<file path="src/rtl/car_pkg.sv">
// Shared codes for the line-follower motor controller: motion states, tracker
// decisions, H-bridge direction encodings and turn memory.
package car_pkg;

  typedef enum logic [2:0] {
    ST_IDLE   = 3'd0,
    ST_FWD    = 3'd1,
    ST_LEFT   = 3'd2,
    ST_RIGHT  = 3'd3,
    ST_STOP   = 3'd4,
    ST_SEARCH = 3'd5
  } motion_t;

  localparam logic [1:0] TRK_STRAIGHT = 2'b11;
  localparam logic [1:0] TRK_LEFT     = 2'b10;
  localparam logic [1:0] TRK_RIGHT    = 2'b01;
  localparam logic [1:0] TRK_STOP     = 2'b00;

  localparam logic [1:0] DIR_FWD = 2'b10;
  localparam logic [1:0] DIR_REV = 2'b01;
  localparam logic [1:0] DIR_BRK = 2'b00;

  localparam logic TURN_LEFT  = 1'b0;
  localparam logic TURN_RIGHT = 1'b1;

  localparam logic [2:0] SENSOR_ALL_OFF = 3'b111;

endpackage

</file>
<file path="src/rtl/motor_drive_ctrl_pwm_channel.sv">
// One wheel output stage: period-aligned duty/direction register plus PWM compare.
// SOFT_START_EN selects the ramped update in place of a direct load.
module pwm_channel
  import car_pkg::*;
#(
  parameter int CW        = 10,
  parameter int RAMP_STEP = 64
) (
  input  logic            clk,
  input  logic            reset,
  input  logic            i_strobe,
  input  logic            i_kill,
  input  logic [CW:0]     i_target_duty,
  input  logic [1:0]      i_target_dir,
  input  logic [CW-1:0]   i_cnt,
  output logic            o_pwm,
  output logic [1:0]      o_dir
);

  logic [CW:0] r_duty;
  logic [1:0]  r_dir;

`ifdef SOFT_START_EN
  localparam logic [CW:0] STEP = (CW+1)'(RAMP_STEP);

  logic [CW:0] w_step;
  logic [CW:0] w_down;
  logic [CW:0] w_up0;

  always_comb begin
    w_step = r_duty;
    if (i_target_duty > r_duty)
      w_step = (i_target_duty - r_duty > STEP) ? r_duty + STEP : i_target_duty;
    else if (i_target_duty < r_duty)
      w_step = (r_duty - i_target_duty > STEP) ? r_duty - STEP : i_target_duty;
    w_down = (r_duty > STEP) ? r_duty - STEP : '0;
    w_up0  = (i_target_duty > STEP) ? STEP : i_target_duty;
  end
`endif

  always_ff @(posedge clk) begin
    if (reset || i_kill) begin
      r_duty <= '0;
      r_dir  <= DIR_BRK;
    end else if (i_strobe) begin
`ifdef SOFT_START_EN
      // A direction reversal waits until the wheel has ramped down to zero.
      if (r_dir != i_target_dir) begin
        if (r_duty == '0) begin
          r_dir  <= i_target_dir;
          r_duty <= w_up0;
        end else begin
          r_duty <= w_down;
        end
      end else begin
        r_duty <= w_step;
      end
`else
      r_duty <= i_target_duty;
      r_dir  <= i_target_dir;
`endif
    end
  end

  assign o_pwm = ({1'b0, i_cnt} < r_duty);
  assign o_dir = r_dir;

endmodule

</file>
<file path="src/rtl/motor_drive_ctrl.sv">
// Motion sequencer for the two-wheel car: debounces the tracker decision, runs the
// motion FSM with lost-line search, drives both PWM channels. Option: SOFT_START_EN.
module motor_drive_ctrl
  import car_pkg::*;
#(
  parameter int PWM_PERIOD   = 1024,
  parameter int DUTY_FAST    = 1000,
  parameter int DUTY_SLOW    = 600,
  parameter int DEBOUNCE     = 4,
  parameter int LOST_TIMEOUT = 1 << 20,
  parameter int RAMP_STEP    = 64
) (
  input  logic       clk,
  input  logic       reset,
  input  logic       start_move,
  input  logic [1:0] track_state,
  input  logic [2:0] sensor,
  output logic       left_pwm,
  output logic       right_pwm,
  output logic [1:0] left_dir,
  output logic [1:0] right_dir,
  output logic [2:0] motion,
  output logic       lost
);

  localparam int CW = $clog2(PWM_PERIOD);
  localparam int DBW = $clog2(DEBOUNCE + 1);
  localparam int LCW = $clog2(LOST_TIMEOUT);
  localparam logic [CW-1:0]  CNT_LAST = CW'(PWM_PERIOD - 1);
  localparam logic [CW:0]    D_FAST   = (CW+1)'(DUTY_FAST);
  localparam logic [CW:0]    D_SLOW   = (CW+1)'(DUTY_SLOW);
  localparam logic [DBW-1:0] DB_LAST  = DBW'(DEBOUNCE - 1);
  localparam logic [DBW-1:0] DB_FULL  = DBW'(DEBOUNCE);
  localparam logic [LCW-1:0] LOST_MAX = LCW'(LOST_TIMEOUT - 1);

  motion_t        r_state, w_next;
  logic [CW-1:0]  r_cnt;
  logic [1:0]     r_cand, r_filt;
  logic [DBW-1:0] r_db_cnt;
  logic [LCW-1:0] r_lost_cnt;
  logic           r_last_turn;
  logic           w_strobe, w_off_line;
  logic [CW:0]    w_l_duty, w_r_duty;
  logic [1:0]     w_l_dir, w_r_dir;

  assign w_strobe   = (r_cnt == CNT_LAST);
  assign w_off_line = (sensor == SENSOR_ALL_OFF);

  always_ff @(posedge clk) begin
    if (reset) begin
      r_cnt       <= '0;
      r_cand      <= TRK_STRAIGHT;
      r_filt      <= TRK_STRAIGHT;
      r_db_cnt    <= '0;
      r_lost_cnt  <= '0;
      r_last_turn <= TURN_LEFT;
      r_state     <= ST_IDLE;
    end else begin
      r_cnt   <= w_strobe ? '0 : r_cnt + 1'b1;
      r_state <= w_next;
      // A changed sample counts as the first of the new run.
      if (track_state != r_cand) begin
        r_cand   <= track_state;
        r_db_cnt <= DBW'(1);
      end else if (r_db_cnt != DB_FULL) begin
        r_db_cnt <= r_db_cnt + 1'b1;
        if (r_db_cnt == DB_LAST) r_filt <= r_cand;
      end
      if (w_off_line && r_state != ST_IDLE && r_state != ST_SEARCH) begin
        if (r_lost_cnt != LOST_MAX) r_lost_cnt <= r_lost_cnt + 1'b1;
      end else begin
        r_lost_cnt <= '0;
      end
      if (w_next == ST_LEFT)  r_last_turn <= TURN_LEFT;
      if (w_next == ST_RIGHT) r_last_turn <= TURN_RIGHT;
    end
  end

  always_comb begin
    w_next = r_state;
    if (!start_move) begin
      w_next = ST_IDLE;
    end else begin
      case (r_state)
        ST_IDLE:   w_next = ST_FWD;
        ST_SEARCH: if (!w_off_line) w_next = ST_FWD;
        default: begin
          if (r_lost_cnt == LOST_MAX) begin
            w_next = ST_SEARCH;
          end else begin
            case (r_state)
              ST_STOP: if (r_filt != TRK_STOP) w_next = ST_FWD;
              default: begin
                case (r_filt)
                  TRK_STRAIGHT: w_next = ST_FWD;
                  TRK_LEFT:     w_next = ST_LEFT;
                  TRK_RIGHT:    w_next = ST_RIGHT;
                  default:      w_next = ST_STOP;
                endcase
              end
            endcase
          end
        end
      endcase
    end
  end

  always_comb begin
    w_l_duty = '0;
    w_r_duty = '0;
    w_l_dir  = DIR_BRK;
    w_r_dir  = DIR_BRK;
    case (r_state)
      ST_FWD: begin
        w_l_dir = DIR_FWD; w_r_dir = DIR_FWD; w_l_duty = D_FAST; w_r_duty = D_FAST;
      end
      ST_LEFT: begin
        w_l_dir = DIR_FWD; w_r_dir = DIR_FWD; w_l_duty = D_SLOW; w_r_duty = D_FAST;
      end
      ST_RIGHT: begin
        w_l_dir = DIR_FWD; w_r_dir = DIR_FWD; w_l_duty = D_FAST; w_r_duty = D_SLOW;
      end
      ST_SEARCH: begin
        w_l_duty = D_SLOW;
        w_r_duty = D_SLOW;
        w_l_dir  = (r_last_turn == TURN_LEFT) ? DIR_REV : DIR_FWD;
        w_r_dir  = (r_last_turn == TURN_LEFT) ? DIR_FWD : DIR_REV;
      end
      default: ;
    endcase
  end

  pwm_channel #(.CW(CW), .RAMP_STEP(RAMP_STEP)) u_left (
    .clk(clk), .reset(reset), .i_strobe(w_strobe), .i_kill(w_next == ST_IDLE),
    .i_target_duty(w_l_duty), .i_target_dir(w_l_dir), .i_cnt(r_cnt),
    .o_pwm(left_pwm), .o_dir(left_dir)
  );

  pwm_channel #(.CW(CW), .RAMP_STEP(RAMP_STEP)) u_right (
    .clk(clk), .reset(reset), .i_strobe(w_strobe), .i_kill(w_next == ST_IDLE),
    .i_target_duty(w_r_duty), .i_target_dir(w_r_dir), .i_cnt(r_cnt),
    .o_pwm(right_pwm), .o_dir(right_dir)
  );

  assign motion = r_state;
  assign lost   = (r_state == ST_SEARCH);

endmodule

</file>
<file path="config.mk">
export PLATFORM = sky130hd
export DESIGN_NAME = motor_drive_ctrl
export DESIGN_NICKNAME = d
export VERILOG_FILES = /design/src/rtl/car_pkg.sv /design/src/rtl/motor_drive_ctrl_pwm_channel.sv /design/src/rtl/motor_drive_ctrl.sv
export SDC_FILE = /design/constraint.sdc
export NUM_CORES = 1
export LEC_CHECK = 0
export BUFFER_PORTS_ARGS = -buffer_cell sky130_fd_sc_hd__buf_2
export CELL_PAD_IN_SITES_DETAIL_PLACEMENT = 2
export CELL_PAD_IN_SITES_GLOBAL_PLACEMENT = 2
export CORE_UTILIZATION = 40
export DETAILED_ROUTE_END_ITERATION = 6
export HOLD_SLACK_MARGIN = 0.03
export PLACE_DENSITY_LB_ADDON = 0.05
export SLEW_MARGIN = 20
export SYNTH_ARGS = -nofsm -noshare
export SYNTH_HDL_FRONTEND = slang
export SYNTH_SLANG_ARGS = --single-unit
</file>
<file path="constraint.sdc">
create_clock -name clk -period 4.4 [get_ports clk]
set_input_delay 1.32 -clock clk [delete_from_list [all_inputs] [get_ports clk]]
set_output_delay 1.32 -clock clk [all_outputs]
set_load 0.02 [all_outputs]
</file>
# --- Word level (Yosys, flattened, before mapping) ---
# Cells that the tools add are included.
totals:
  output_inout_bits: 10
  input_bits: 8
  regBits: 67
  elab_cells: 72
classes:
  n_eq_ne: 18
  bitwise_logic: 2
  n_addsub: 3
  reduce_logical: 18
  muxes: 17
  magnitude_cmp: 2
op_table:
  columns: ["op", "count"]
  rows:
  - ["$pmux W10 S2", 2]
  - ["$lt A10 B11 Y1", 2]
  - ["$add A20 B1 Y20 const B", 1]
  - ["$eq A20 B20 Y1 const B", 1]
  - ["$ne A20 B20 Y1 const B", 1]
  - ["$eq A3 B2 Y1 const B", 5]
  - ["$mux W3", 5]
  - ["$reduce_or A2 Y1", 7]
  - ["$add A10 B1 Y10 const B", 1]
  - ["$eq A10 B10 Y1 const B", 1]
  - ["$eq A3 B3 Y1 const B", 3]
  - ["$pmux W3 S3", 1]
  - ["$pmux W2 S2", 2]
  - ["$logic_not A3 Y1", 2]
  - ["$ne A3 B3 Y1 const B", 2]
  - ["$pmux W3 S2", 1]
  - ["$reduce_bool A2 Y1", 3]
  - ["$eq A2 B2 Y1 const B", 2]
  - ["$mux W1", 4]
  - ["$mux W2", 2]
  - ["$add A3 B1 Y3 const B", 1]
  - ["$eq A3 B1 Y1 const B", 1]
  - ["$reduce_and A3 Y1", 1]
  - ["$reduce_bool A3 Y1", 1]
  - ["6 further kinds", 8]

# --- Logic depth before layout (Yosys ltp) ---
# Gate-level depths: netlist (run 1).
depth:
  depth_word: 9
  depth_mapped: 8
  depth_no_buf: 6

# --- Modules after synthesis ---
# From an unflattened synthesis (run 1), not the netlist that was laid out.
unflattened:
  hier_cells: 393
  hier_area_um2: 3579.7
modules_own_cells:
  columns: ["mod", "n_inst", "area_each_um2", "cells_per_inst", "seq_area_each_um2"]
  rows:
  - ["motor_drive_ctrl", 1, 2143.3, 241, 820.8]
  - ["pwm_channel", 2, 718.2, 76, 260.2]

# --- Worst setup path after synthesis (run 1) ---
# Ideal clock, no wire load.
synth_timing:
  path_kind: "register -> output"
  startpoint: "register r_cnt[4]"
  endpoint: "output port left_pwm"
  required_ns: 3.080
  n_path_buf: 0
  path_slack_ns: 1.799
  stages_incl_launch_ff: 6
  arrival_ns: 1.281
  path_cell_list: "dfxtp_1 ha_1 a21o_1 a21o_1 a21oi_1 o21a_1"
synth_via:
  elab_chain_len: 1
synth_lines:
  columns: ["item", "line", "text"]
  rows:
  - ["start: declaration", "motor_drive_ctrl.sv:37", "logic [CW-1:0] r_cnt;"]
  - ["start signal: assignment", "motor_drive_ctrl.sv:59", "r_cnt <= w_strobe ? '0 : r_cnt + 1'b1;"]
  - ["$lt A10 B11 Y1", "motor_drive_ctrl_pwm_channel.sv:65", "assign o_pwm = ({1'b0, i_cnt} < r_duty);"]
  - ["end: declaration", "motor_drive_ctrl.sv:18", "output logic left_pwm,"]
# Every way passes these cells.

# --- Worst setup path after layout (run 1) ---
# Ends and elaborated chain as after synthesis.

==> out/results.tsv, run 1 <==
stage	metric	value	unit
layout	Design Area, Final	0.00291	mm^2
drt	drc violations	5	
logic_synthesis	asr flop ratio synth	0	%
global_routing	gr usage total	20.6	%
placement	DP HPWL	4.86	mm
timing	min setup slack post-route	1320	ps
timing	setup TNS	0	ps
clocking	Max Buffers Root-to-Sink	2	
drt	met3 WL	133	um
pwr	pwr/cell area	278	mW/mm^2
job	number of max-cap violations	0	
logic_synthesis	post-synthesis cell count	314	
drt	Iteration-0 DRC Markers	65	
logic_synthesis	post-synthesis mux area share	0.840	%
clocking	CTS tree	done	
clocking	post-CTS sizing	0	
pwr	Leak	1.10	nW
logic_synthesis	syn_nets	343	
worst_setup_path	reg2reg path depth	6	
logic_synthesis	post-synth cell types	40	
worst_setup_path	cells along the critical path	ha_1 -> a21o_1 -> a21o_1 -> a21oi_1 -> o21a_1 -> buf_2	
placement	Placer Congestion	0.716	
die	num ports	18	
timing	RSZ-0062 raised after global routing	false	
run_status	violated checks	design-rule violations	
drt	wl on met1	3.36	mm
logic_synthesis	top-count cell post-synth	dfxtp_1	
die	CORE AREA	0.00642	mm^2
worst_setup_path	Worst path top cell family by delay	compound AO/OA/AOI/OAI gates	
worst_setup_path	CP Launch Type	flop	
die	die width	83.9	um
timing	Worst slew margin	39.7	%
worst_setup_path	CP Class	flop to primary output	
logic_synthesis	Simple-Gate Fraction of Synth Area	23.9	%
global_routing	global route overflow	0	
timing	Setup Skew	8.91	ps
logic_synthesis	sequential area share after synthesis	38.1	%
worst_setup_path	Critical Path AT	1760	ps
clocking	Root Buffer	clkbuf_8	
drt	vias	2243	
logic_synthesis	top-area cell type share of the netlist area	38.1	%
logic_synthesis	post-synthesis compound-gate area fraction	14.7	%
global_routing	vias in the first global route	2385	
layout	share of cells above drive strength 1	10.3	%
clocking	htree depth	2	
drt	DRT Wirelength	6.56	mm
die	die area	0.00703	mm^2
timing	Max Clock Freq	324	MHz
logic_synthesis	ys flop type	dfxtp_1	
layout	Fill cells	780	
global_routing	antenna violations before repair	0	
run_status	status	finished, violations left	
clocking	TritonCTS sink count	51	
placement	pre-CTS setup slack	1640	ps
drt	vias per cell	5.52	
timing	Setup Viol. Count Final	0	
hold_path	Worst Hold Class	flop to flop	
timing	fin crit share	70.1	%
clocking	clock-pin slew on the worst setup and hold paths	100	ps
logic_synthesis	post-synthesis xor/xnor area fraction	8.17	%
logic_synthesis	most frequent cells after synthesis	51 x dfxtp_1, 39 x nor2_1, 30 x a21oi_1, 22 x nand2_1, 21 x ha_1	
logic_synthesis	largest family of logic cells by synthesized area	simple AND/OR/NAND/NOR gates	
worst_setup_path	CP dominant cell by count	a21o_1	
global_routing	largest net degree at the start of global routing	21	
logic_synthesis	top cells by area, synth	dfxtp_1 38%, ha_1 9.8%, xnor2_1 6.2%	
worst_setup_path	Worst Path Buf+Inv	1	
drt	DR WL/cell	16.2	um
die	Initial Util	41.7	%
clocking	Clock Latency Late Sink	310	ps
logic_synthesis	Post-synth EDFFs	0	
worst_setup_path	critical path fanouts, max	5	
logic_synthesis	flops & latches, synth	51	
drt	metal2 WL	3.01	mm
timing	Hold Violations, Final	0	
pwr	Total Power	0.000809	W
logic_synthesis	Avg Inst Size Synth	8.54	um^2
clocking	setup bufs post-CTS	0	
hold_path	hold depth	2	
layout	# diodes	0	
worst_setup_path	CP max stage delay	430	ps
layout	Layout Nets	357	
placement	dpl cell area	0.00280	mm^2
logic_synthesis	adder-cell share of the synthesized area	9.80	%
global_routing	first-pass GRT wire length	11.6	mm
die	die height	83.9	um
drt	DR pass1 iterations	6	
clocking	TritonCTS Buffers	5	
logic_synthesis	Yosys warnings	0	
logic_synthesis	Mapped Area	0.00268	mm^2
drt	uppermost routed layer	met4	
worst_setup_path	Crit. End Element	primary output	
timing	fin crit period	3080	ps
worst_setup_path	Worst path depth	6	
logic_synthesis	area leader, netlist	dfxtp_1	
pwr	Peak VDD IR	125	uV
placement	PortBufs	17	
timing	worst-margin pin slew	893	ps
worst_setup_path	CP required	3080	ps
timing	Slew Limit Fails	0	
layout	Area growth syn-to-layout	8.54	%
clocking	Hold Buf Count CTS	0	
die	Row Count	29	
worst_setup_path	CP max-delay cell	dfxtp_1	
drt	Post-DRT Antenna Nets	0	
## cell usage in the layout (no fill, tap or decap), drive strengths merged, types with 5 or more instances in the layout
master and count:
xnor2 19, nand2 22, nand2b 5, ha 21
dfxtp 51, xor2 6, or3 5, nor3 9
nand4 7, and4 6, clkbuf 8, a21oi 31
nor2 40, a211oi 6, buf 17, a21o 6
inv 16, o21ai 5, nand3 16
## power by group
part / switching [W] / internal (W) / leakage, nW / total, W
Clock: 0.000157 / 0.000144 / 0.0515 / 0.000301
Sequential: 0.00000661 / 0.000467 / 0.413 / 0.000474
Combinational: 0.0000210 / 0.0000143 / 0.635 / 0.0000353
Total: 0.000184 / 0.000625 / 1.10 / 0.000809
## final cells by class
type	count	area [um^2]	share of cell area, %
multi-input combinational	237	1550	53.2
sequential	51	1020	35.1
clock buffer	8	100	3.44
tap	77	96.3	3.31
timing repair buffer	17	85.1	2.92
inverter	16	60.1	2.06
## routing by layer
layer | track usage [%] | up-vias
met5 | 0 | -
met1 | 29.0 | 1097
met2 | 32.9 | 20
li1 | - | 1120
met3 | 3.26 | 6
met4 | 5.17 | 0
## per-stage QoR
step	cells	util [%]	hold WS, ps
floorplan	314	-	413
global placement	398	43.6	436
detailed placement	398	43.6	450
CTS	406	45.2	466
global route	406	45.3	492
finish	406	45.3	458
## logic make-up after synthesis
| group | Yosys count |
|---|---|
| flip-flops | 51 |
| AO/OA/AOI/OAI | 61 |
| XOR/XNOR | 25 |
| buffers and inverters | 26 |
| adder cells (fa/ha/maj) | 21 |
| multiplexers | 2 |
| AND/OR/NAND/NOR | 128 |
## final timing paths
kind / start / endpoint / slack, ps
setup / recovery: r_cnt[4] / left_pwm / 1320
hold / removal: u_right.o_dir[1] / u_right.o_dir[1] / 460
setup reg to reg: r_lost_cnt[0] / r_lost_cnt[11] / 2210
hold reg to reg: u_right.o_dir[1] / u_right.o_dir[1] / 460
## worst min-delay path: stages (launching register included)
cell	delay (ps)
dfxtp_1	320
nand2_1	50
a21oi_1	50
## registers in the layout, summed over array words and instances, names as in the netlist
signal,flops
r_filt,2
u_left.o_dir,2
r_db_cnt,3
r_lost_cnt,20
r_last_turn,1
u_right.r_duty,3
r_cnt,10
motion,3
r_cand,2
u_right.o_dir,2
u_left.r_duty,3
Note: power is estimated with default switching activity, not from simulation.
==> run 2, diff against run 1 <==
--- a/config.mk
+++ b/config.mk
@@ -8,7 +8,7 @@
 export BUFFER_PORTS_ARGS = -buffer_cell sky130_fd_sc_hd__buf_2
 export CELL_PAD_IN_SITES_DETAIL_PLACEMENT = 2
 export CELL_PAD_IN_SITES_GLOBAL_PLACEMENT = 2
-export CORE_UTILIZATION = 40
+export CORE_UTILIZATION = 33
 export DETAILED_ROUTE_END_ITERATION = 6
 export HOLD_SLACK_MARGIN = 0.03
 export PLACE_DENSITY_LB_ADDON = 0.05
==> constraint.sdc (replaced) <==
create_clock -name clk -period 2.7 [get_ports clk]
set_input_delay 0.81 -clock clk [delete_from_list [all_inputs] [get_ports clk]]
set_output_delay 0.81 -clock clk [all_outputs]
set_load 0.02 [all_outputs]
==> out/results.tsv, run 2 (synthesized netlist as in run 1, its figures left out) <==
stage	metric	value	unit	change
hold_path	hold depth	1		-1
die	num ports	18		unchanged
timing	Hold Violations, Final	0		unchanged
drt	vias	2280		+1.6%
clocking	TritonCTS Buffers	5		unchanged
layout	largest reg by FF count	r_lost_cnt		
worst_setup_path	CP Launch Type	flop		
timing	worst-margin pin slew	489	ps	-404 ps
clocking	Hold Buf Count CTS	0		unchanged
clocking	post-CTS sizing	0		unchanged
placement	PortBufs	17		unchanged
layout	Area growth syn-to-layout	11.2	%	
timing	fin crit period	2560	ps	
run_status	status	completed		
timing	Worst slew margin	67.1	%	+27 points
global_routing	antenna violations before repair	0		unchanged
clocking	TritonCTS sink count	51		unchanged
layout	# diodes	0		unchanged
drt	Iteration-0 DRC Markers	50		-23%
clocking	Root Buffer	clkbuf_8		
placement	Placer Congestion	0.739		+3.2%
timing	Setup Skew	5.25	ps	-3.66 ps
clocking	CTS tree	done		
die	die width	92.1	um	+9.9%
timing	Slew Limit Fails	0		unchanged
layout	Layout Nets	367		+2.8%
worst_setup_path	Crit. End Element	primary output		
worst_setup_path	reg2reg path depth	6		unchanged
placement	DP HPWL	5.09	mm	+4.9%
drt	DR pass1 iterations	4		-2
hold_path	worst hold endpoint	r_cnt[0]		
pwr	Peak VDD IR	217	uV	+74%
global_routing	largest net degree at the start of global routing	18		-14%
clocking	Clock Latency Late Sink	300	ps	about the same
timing	RSZ-0062 raised after global routing	false		
die	die area	0.00849	mm^2	+21%
die	Initial Util	34.3	%	-7.4 points
layout	max reg flops	20		unchanged
drt	drc violations	0		-5
clocking	setup bufs post-CTS	0		unchanged
worst_setup_path	CP Class	flop to primary output		
timing	Setup Viol. Count Final	0		unchanged
layout	Final Util	38.2	%	-7.1 points
worst_setup_path	flop-to-flop setup slack	670	ps	-1540 ps
drt	DR WL/cell	15.1	um	-6.4%
clocking	Max Buffers Root-to-Sink	2		unchanged
clocking	clock-pin slew on the worst setup and hold paths	90	ps	about the same
worst_setup_path	Critical Path AT	1750	ps	about the same
layout	most common cell after layout, fill and taps aside	dfxtp_1		
die	Row Count	32		+10%
placement	DP Cell Count	433		+8.8%
worst_setup_path	reg2reg end	u_left.r_duty[4]		
pwr	pwr/cell area	421	mW/mm^2	+51%
global_routing	gr usage total	17.0	%	-3.6 points
clocking	htree depth	2		unchanged
die	die height	92.1	um	+9.9%
worst_setup_path	critical path fanouts, max	5		unchanged
worst_setup_path	RR Startpoint	r_lost_cnt[0]		
hold_path	Worst Hold Class	flop to flop		
worst_setup_path	CP required	1890	ps	-1190 ps
drt	Post-DRT Antenna Nets	0		unchanged
timing	Max Clock Freq	391	MHz	
global_routing	first-pass GRT wire length	11.3	mm	-2.8%
drt	DRT Wirelength	6.64	mm	+1.2%
layout	post-route insts no fill	439		+8.1%
hold_path	hold path start	r_cnt[0]		
pwr	Leak	1.13	nW	+3.0%
global_routing	global route overflow	0		unchanged
layout	commonest cells after routing, fill and taps aside	51 x dfxtp_1, 39 x nor2_1, 30 x a21oi_1		
global_routing	vias in the first global route	2348		-1.6%
die	CORE AREA	0.00781	mm^2	+22%
layout	share of cells above drive strength 1	12.2	%	+1.8 points
job	number of max-cap violations	0		unchanged
layout	biggest regs	r_lost_cnt x20, r_cnt x10		
drt	vias per cell	5.19		-6.0%
timing	fin crit share	94.8	%	
timing	setup TNS	0	ps	unchanged
-- run 2: cell count changes in the layout (fill, tap and decap cells not counted), sizes merged --
cell / delta
buf: +10
clkbuf: -2
-- run 2: through the flow --
step	total power (W)	instance area, um^2	setup WS [ps]	hold WS [ps]
2_1_floorplan	0.000829	2680	609	413
3_3_place_gp	0.000848	2910	485	432
3_5_place_dp	0.000849	2910	467	444
4_1_cts	0.00128	2980	111	462
5_1_grt	0.00131	2980	7.59	474
6_report	0.00125	2980	140	462
-- run 2: cell type report --
cell class | count | area (um^2)
Sequential cell | 51 | 1020
Timing Repair Buffer | 27 | 160
Fill cell | 904 | 4830
Clock buffer | 6 | 72.6
Inverter | 16 | 60.1
Tap cell | 102 | 128
Multi-Input combinational cell | 237 | 1540
-- run 2: critical path: stages (launching register included) --
cell and delay, ps:
dfxtp_1 420, ha_1 260, a21o_1 160, a21o_1 170, a21oi_1 150, o21a_1 140, buf_2 150
-- run 2: worst max path at each step --
stage | to | startpoint | cells past startpoint
2_1_floorplan | left_pwm | r_cnt[4] | 5
4_1_cts | right_pwm | r_cnt[4] | 6
3_3_place_gp | right_pwm | r_cnt[4] | 6
5_1_grt | right_pwm | r_cnt[4] | 6
3_5_place_dp | right_pwm | r_cnt[4] | 6
6_report | right_pwm | r_cnt[4] | 6
-- run 2: power by group --
part	internal, W	total (W)	switching (W)	leakage (nW)
Clock	0.000174	0.000423	0.000249	0.0371
Combinational	0.0000253	0.0000607	0.0000354	0.682
Sequential	0.000761	0.000770	0.00000882	0.413
-- run 2: layer usage --
layer	global-route usage (%)	part of all wire [%]	routed length (um)	vias to the layer above
met4	4.69	1.0	69	0
met5	0	0	0	-
met2	26.4	43	2840	21
met1	24.1	54	3590	1115
li1	-	-	-	1138
met3	3.07	2.2	143	6
